<file path="src/rtl/muldiv_pkg.sv">
// Shared constants and types for the RV32M multiply/divide sequencer.
package muldiv_pkg;

    // funct3 encodings of the M-extension ops
    localparam logic [2:0] F3_MUL    = 3'b000;
    localparam logic [2:0] F3_MULH   = 3'b001;
    localparam logic [2:0] F3_MULHSU = 3'b010;
    localparam logic [2:0] F3_MULHU  = 3'b011;
    localparam logic [2:0] F3_DIV    = 3'b100;
    localparam logic [2:0] F3_DIVU   = 3'b101;
    localparam logic [2:0] F3_REM    = 3'b110;
    localparam logic [2:0] F3_REMU   = 3'b111;

    // Sequencer states, 3-bit encoding
    typedef enum logic [2:0] {
        S_IDLE = 3'd0,
        S_PREP = 3'd1,
        S_CALC = 3'd2,
        S_FIX  = 3'd3,
        S_DONE = 3'd4
    } state_t;

    localparam logic [31:0] INT_MIN  = 32'h8000_0000;
    localparam logic [31:0] ALL_ONES = 32'hFFFF_FFFF;

    // funct3[2] separates divide/remainder from multiply
    function automatic logic is_div_op(input logic [2:0] f3);
        return f3[2];
    endfunction

endpackage

</file>
<file path="src/rtl/muldiv_iter.sv">
// Iteration datapath: one shared (XLEN+1)-bit add/sub and a 2*XLEN-bit
// accumulator. Multiply: acc = {partial_hi, multiplier}, shift-add right.
// Divide: acc = {remainder, dividend->quotient}, restoring shift-subtract left.
module muldiv_iter #(
    parameter int XLEN = 32
) (
    input  logic              clk,
    input  logic              rst,
    input  logic              load,
    input  logic              en,
    input  logic              div,
    input  logic [XLEN-1:0]   a,
    input  logic [XLEN-1:0]   b,
    output logic [2*XLEN-1:0] acc
);
    logic [XLEN-1:0] opd;
    logic [XLEN:0]   x;
    logic [XLEN:0]   y;
    logic [XLEN:0]   sum;
    logic            sub;

    // Operand muxing into the single add/sub
    always_comb begin
        if (div) begin
            // shifted partial remainder minus divisor; sum[XLEN] set means borrow
            x   = {acc[2*XLEN-1:XLEN], acc[XLEN-1]};
            y   = {1'b0, opd};
            sub = 1'b1;
        end else begin
            x   = {1'b0, acc[2*XLEN-1:XLEN]};
            y   = {1'b0, (acc[0] ? opd : '0)};
            sub = 1'b0;
        end
        sum = x + (y ^ {(XLEN+1){sub}}) + {{XLEN{1'b0}}, sub};
    end

    // Load on PREP, one iteration per enabled cycle
    always_ff @(posedge clk) begin
        if (!rst) begin
            acc <= '0;
            opd <= '0;
        end else if (load) begin
            acc <= {{XLEN{1'b0}}, a};
            opd <= b;
        end else if (en) begin
            if (div) begin
                if (!sum[XLEN])
                    acc <= {sum[XLEN-1:0], acc[XLEN-2:0], 1'b1};
                else
                    acc <= {x[XLEN-1:0], acc[XLEN-2:0], 1'b0};
            end else begin
                acc <= {sum, acc[XLEN-1:1]};
            end
        end
    end

endmodule

</file>
<file path="src/rtl/muldiv_ctrl.sv">
// Multi-cycle RV32M sequencer: sign handling, special cases, iteration
// control and result fix-up around muldiv_iter. Stalls the core meanwhile.
module muldiv_ctrl
    import muldiv_pkg::*;
#(
    parameter int XLEN  = 32,
    parameter int CNT_W = $clog2(XLEN) + 1
) (
    input  logic            clk,
    input  logic            rst,
    input  logic            start,
    input  logic            kill,
    input  logic [2:0]      funct3,
    input  logic [XLEN-1:0] op_a,
    input  logic [XLEN-1:0] op_b,
    output logic            busy,
    output logic            stall,
    output logic            done,
    output logic [XLEN-1:0] result
);
    state_t          state;
    logic [2:0]      f3_q;
    logic [XLEN-1:0] a_q, b_q;
    logic            neg_res;
    logic [CNT_W-1:0] cnt;

    logic            sa, sb, signed_a, signed_b, neg_prep;
    logic            div_zero, ovf;
    logic [XLEN-1:0] a_abs, b_abs, special_res, fix_res;
    logic [2*XLEN-1:0] acc, prod_s;

    // Sign handling, special-case detection and final result selection
    always_comb begin
        sa = a_q[XLEN-1];
        sb = b_q[XLEN-1];
        // MUL is also run on magnitudes: the low half of the negated
        // magnitude product equals the low half of the signed product.
        signed_a = (f3_q == F3_MUL) || (f3_q == F3_MULH) || (f3_q == F3_MULHSU) ||
                   (f3_q == F3_DIV) || (f3_q == F3_REM);
        signed_b = (f3_q == F3_MUL) || (f3_q == F3_MULH) ||
                   (f3_q == F3_DIV) || (f3_q == F3_REM);
        a_abs = (signed_a && sa) ? -a_q : a_q;
        b_abs = (signed_b && sb) ? -b_q : b_q;
        case (f3_q)
            F3_MUL, F3_MULH, F3_DIV: neg_prep = sa ^ sb;
            F3_MULHSU, F3_REM:       neg_prep = sa;
            default:                 neg_prep = 1'b0;
        endcase
        div_zero = is_div_op(f3_q) && (b_q == '0);
        ovf = ((f3_q == F3_DIV) || (f3_q == F3_REM)) && (a_q == INT_MIN) && (b_q == ALL_ONES);
        if (div_zero)
            special_res = f3_q[1] ? a_q : ALL_ONES;
        else
            special_res = f3_q[1] ? '0 : INT_MIN;
        // The high product half must come from the full 2*XLEN negation,
        // since the borrow from the low half matters.
        prod_s = neg_res ? -acc : acc;
        case (f3_q)
            F3_MUL:                       fix_res = prod_s[XLEN-1:0];
            F3_MULH, F3_MULHSU, F3_MULHU: fix_res = prod_s[2*XLEN-1:XLEN];
            F3_DIV, F3_DIVU:              fix_res = neg_res ? -acc[XLEN-1:0] : acc[XLEN-1:0];
            default:                      fix_res = neg_res ? -acc[2*XLEN-1:XLEN] : acc[2*XLEN-1:XLEN];
        endcase
    end

    muldiv_iter #(.XLEN(XLEN)) u_iter (
        .clk  (clk),
        .rst  (rst),
        .load (state == S_PREP),
        .en   (state == S_CALC),
        .div  (is_div_op(f3_q)),
        .a    (a_abs),
        .b    (b_abs),
        .acc  (acc)
    );

    // Pipeline freeze: request cycle plus all working states, released in DONE
    assign stall = ((state == S_IDLE) && start && !kill) ||
                   (state == S_PREP) || (state == S_CALC) || (state == S_FIX);

    // Sequencer FSM with registered busy/done/result
    always_ff @(posedge clk) begin
        if (!rst) begin
            state   <= S_IDLE;
            busy    <= 1'b0;
            done    <= 1'b0;
            result  <= '0;
            cnt     <= '0;
            f3_q    <= '0;
            a_q     <= '0;
            b_q     <= '0;
            neg_res <= 1'b0;
        end else begin
            done <= 1'b0;
            if (kill && (state != S_IDLE)) begin
                state <= S_IDLE;
                busy  <= 1'b0;
            end else begin
                case (state)
                    S_IDLE: if (start && !kill) begin
                        f3_q  <= funct3;
                        a_q   <= op_a;
                        b_q   <= op_b;
                        busy  <= 1'b1;
                        state <= S_PREP;
                    end
                    S_PREP: begin
                        neg_res <= neg_prep;
                        cnt     <= CNT_W'(XLEN);
                        if (div_zero || ovf) begin
                            result <= special_res;
                            done   <= 1'b1;
                            state  <= S_DONE;
                        end else begin
                            state  <= S_CALC;
                        end
                    end
                    S_CALC: begin
                        cnt <= cnt - 1'b1;
                        if (cnt == CNT_W'(1))
                            state <= S_FIX;
                    end
                    S_FIX: begin
                        result <= fix_res;
                        done   <= 1'b1;
                        state  <= S_DONE;
                    end
                    S_DONE: begin
                        busy  <= 1'b0;
                        state <= S_IDLE;
                    end
                    default: begin
                        busy  <= 1'b0;
                        state <= S_IDLE;
                    end
                endcase
            end
        end
    end

endmodule

</file>
<file path="config.mk">
export PLATFORM = sky130hd
export DESIGN_NAME = muldiv_ctrl
export DESIGN_NICKNAME = d
export VERILOG_FILES = /design/src/rtl/muldiv_pkg.sv /design/src/rtl/muldiv_iter.sv /design/src/rtl/muldiv_ctrl.sv
export SDC_FILE = /design/constraint.sdc
export NUM_CORES = 1
export LEC_CHECK = 0
export BUFFER_PORTS_ARGS = -buffer_cell sky130_fd_sc_hd__buf_2
export CORE_MARGIN = 1
export CORE_UTILIZATION = 28
export DETAILED_ROUTE_END_ITERATION = 8
export PLACE_DENSITY = 0.52
export SLEW_MARGIN = 20
export SYNTH_ARGS = -nofsm -noshare
export SYNTH_HDL_FRONTEND = slang
export SYNTH_HIERARCHICAL = 1
export SYNTH_SLANG_ARGS = --single-unit
export TNS_END_PERCENT = 100
</file>
<file path="constraint.sdc">
create_clock -name clk -period 12.1 [get_ports clk]
set_clock_uncertainty 0.05 [all_clocks]
set_input_delay 0.605 -clock clk [delete_from_list [all_inputs] [get_ports clk]]
set_output_delay 0.605 -clock clk [all_outputs]
set_load 0.05 [all_outputs]
</file>
==> key figures <==
Setup path
  • Slowest CP cell: dfxtp_4
  • CP arrival: roughly 5.7 ns
  • Crit-path max FO: 68
  • Crit Path Class: reg -> reg
  • CP delay by family, top: compound AO/OA/AOI/OAI gates
  • CP cell instances: buf_4 > mux2_2 > fa_1 > a211oi_2 > o211ai_2 > and4_1 > o21a_2 > o21ai_2 > nand3_4 > mux2i_1 > o221ai_1
  • Worst Setup End Kind: register
  • Data required time of the worst path: between 10 and 15 ns
  • Bufs and invs on worst path: 1
  • CP peak stage delay: 0.81 ns
  • Worst setup SP type: register

Outcome
  • Status: completed

Synth
  • Area leader, netlist: dfxtp_1
  • EDFF count, synth: 0
  • Largest family of logic cells by synthesized area: compound AO/OA/AOI/OAI gates
  • XOR/XNOR Fraction of Synth Area: 0.0758
  • Area share of fa/ha/maj cells after synthesis: 0.0306
  • Largest cells by area after synthesis: dfxtp_1 (26%), nand2_1 (6.9%), a21oi_1 (6.2%)
  • Sequential share of the synthesized area: 0.256
  • Synth top area share: 0.256
  • Mux cell area share after synthesis: 0.0746
  • Post-synthesis cell count: about 2200
  • FF+latch count, synth: 207
  • Commonest cells in the netlist: nand2_1 (296), dfxtp_1 (207), a21oi_1 (200), o21ai_0 (146), nor2_1 (129)
  • Post-Synthesis Cell Area: roughly 16000 sq um
  • Compound-Gate Fraction of Synth Area: 0.269
  • Syn avg cell area: between 7 and 8 sq um
  • Top_reg_cell synth: dfxtp_1
  • Post-synth cell types: around 100
  • Syn_nets: approximately 2300
  • Simple-gate area share of the yosys netlist: 0.243
  • Count leader, synth: nand2_1
  • FFs w/ async S/R, synth: 0
  • Warnings, synthesis: 6

Routing
  • First drt pass iteration count: 5
  • Via count: approximately 17000
  • Post-route DRC: 0
  • Final WL: 61.7 mm
  • Antenna Nets Post-Route: 0
  • Vias/cell: 5.66
  • WL/cell: 21.0 um
  • Iter 0 DRT Violations: 1515

Power and ir drop
  • Overall power: 1860 uW
  • PwrDens: 103 nW/um^2
  • Leakage: 0.00653 uW
  • Max IR drop VDD: just under 90 uV

Finish
  • Final #Nets: 2271
  • # diodes: 0
  • Fraction of layout instances using a drive strength above 1: 0.120
  • Area growth, synth to finish: 11.6%
  • Design area: 18100 sq um
  • Fillers: between 6000 and 7000

Clock tree
  • CTS sink count: about 210
  • Post-CTS setup buffers: 0
  • Resized cells post-CTS: 0
  • Worst-Skew Late Latency: between 0.5 and 0.6 ns
  • Clock transition at path regs: 0.06 ns
  • CTS HTree Levels: 1
  • CTS max path bufs: 3
  • Hold_buf cts: 0
  • CTS tree: built
  • CTS root buf: clkbuf_16
  • Num CTS Buffers: 25

GRT
  • Largest net degree at the start of global routing: a little over 70
  • Vias in the first global route: 15500
  • First-pass GRT wire length: 94.8 mm
  • Global route overflow: 0
  • Initial antenna violation count: 2
  • All-Layer GR Usage: 0.203

STA
  • Worst-Margin Slew: 1.07 ns
  • Hold Vio Cnt, Final: 0
  • Crit share post-route: 0.437
  • Fmax: 0.189 GHz
  • Slew Viols, Final: 0
  • RSZ-0062 raised after global routing: no
  • Shortest period the worst path allows: between 5 and 6 ns
  • Post-route setup TNS: 0 ns
  • Final setup fails: 0
  • Slew margin rel.: 0.286
  • Hold WS: 0.235 ns

Place
  • RePlAce Congestion: around 0.95
  • Placed Area: 17200 sq um
  • Port Buf Inserts: 105
  • DP HPWL: roughly 46 mm

Die
  • Number of top-level pins: 106
  • Starting density of the core: 0.285
  • Row count: 87
  • Die Height: 242 um
  • Core box area: about 57000 sq um
  • Die width: between 200 and 250 um
  • Die Area: 58800 sq um

Worst hold path
  • HP Class: in -> reg

Flow run
  • Max cap viols: 0
state kept, by name (all words and copies together) (netlist names):
register,count
a_q,32
busy,1
f3_q,3
u_iter/acc,64
result,32
state,3
done,1
cnt,6
b_q,32
u_iter/opd,32
neg_res,1
metal layers:
| layer | GRT usage | routed length (um) |
|---|---|---|
| met1 | 0.289 | 28800 |
| met3 | 0.0260 | 4270 |
| met2 | 0.310 | 26600 |
| met4 | 0.0700 | 1930 |
| met5 | 0 | 27 |
worst reg2reg max path, cell delays in order (launching register included):
cell      delay [ns]
dfxtp_4         0.81
buf_4           0.78
mux2_2          0.45
fa_1            0.47
a211oi_2        0.27
o211ai_2        0.18
and4_1          0.28
o21a_2          0.24
o21ai_2         0.70
nand3_4         0.50
mux2i_1         0.30
o221ai_1        0.14
final timing paths:
path	start	endpoint	slack, ns	depth (start not counted)
worst max-delay path	f3_q[2]	u_iter/acc[42]	6.81	11
worst max register to register	f3_q[2]	u_iter/acc[42]	6.81	11
worst min-delay path	op_b[22]	b_q[22]	0.23	3
worst min register to register	result[7]	result[7]	0.42	2
metrics by stage:
stage,std cells,setup WS [ns],utilization
CTS,2936,6.87,0.318
detailed placement,2890,6.88,0.303
finish,2936,6.81,0.318
floorplan,2162,8.09,-
global route,2936,6.48,0.318
global placement,2890,6.97,0.303
final cells by class:
type	count	area [sq um]	share of cell area
timing repair buffer	132	728	0.0403
inverter	41	154	0.00852
clock buffer	28	657	0.0364
tap	756	946	0.0524
multi-input combinational	1754	11200	0.622
sequential	207	4150	0.230
clock inverter	18	194	0.0107
layout by cell type, fill, tap and decap left out, drive strengths merged, types with 41 or more instances in the layout:
| master | netlist | layout |
|---|---|---|
| a211oi | 50 | 50 |
| a21oi | 201 | 201 |
| buf | 33 | 132 |
| dfxtp | 207 | 207 |
| inv | 40 | 41 |
| mux2i | 88 | 88 |
| nand2 | 296 | 296 |
| nor2 | 129 | 129 |
| nor2b | 74 | 74 |
| nor3 | 47 | 47 |
| o21ai | 175 | 175 |
| xnor2 | 99 | 99 |
| xor2 | 41 | 41 |
kinds of logic after synthesis:
group / count (synthesis)
AND/OR/NAND/NOR: 783
AO/OA/AOI/OAI: 675
flip-flops: 207
buffers and inverters: 201
XOR/XNOR: 140
multiplexers: 117
adder cells (fa/ha/maj): 39
power by group:
part,internal [uW],total (uW),switching (uW)
clock network,458,778,320
registers,700,738,37.5
logic,119,348,229
No activity file was read; power rests on OpenSTA's default activity.
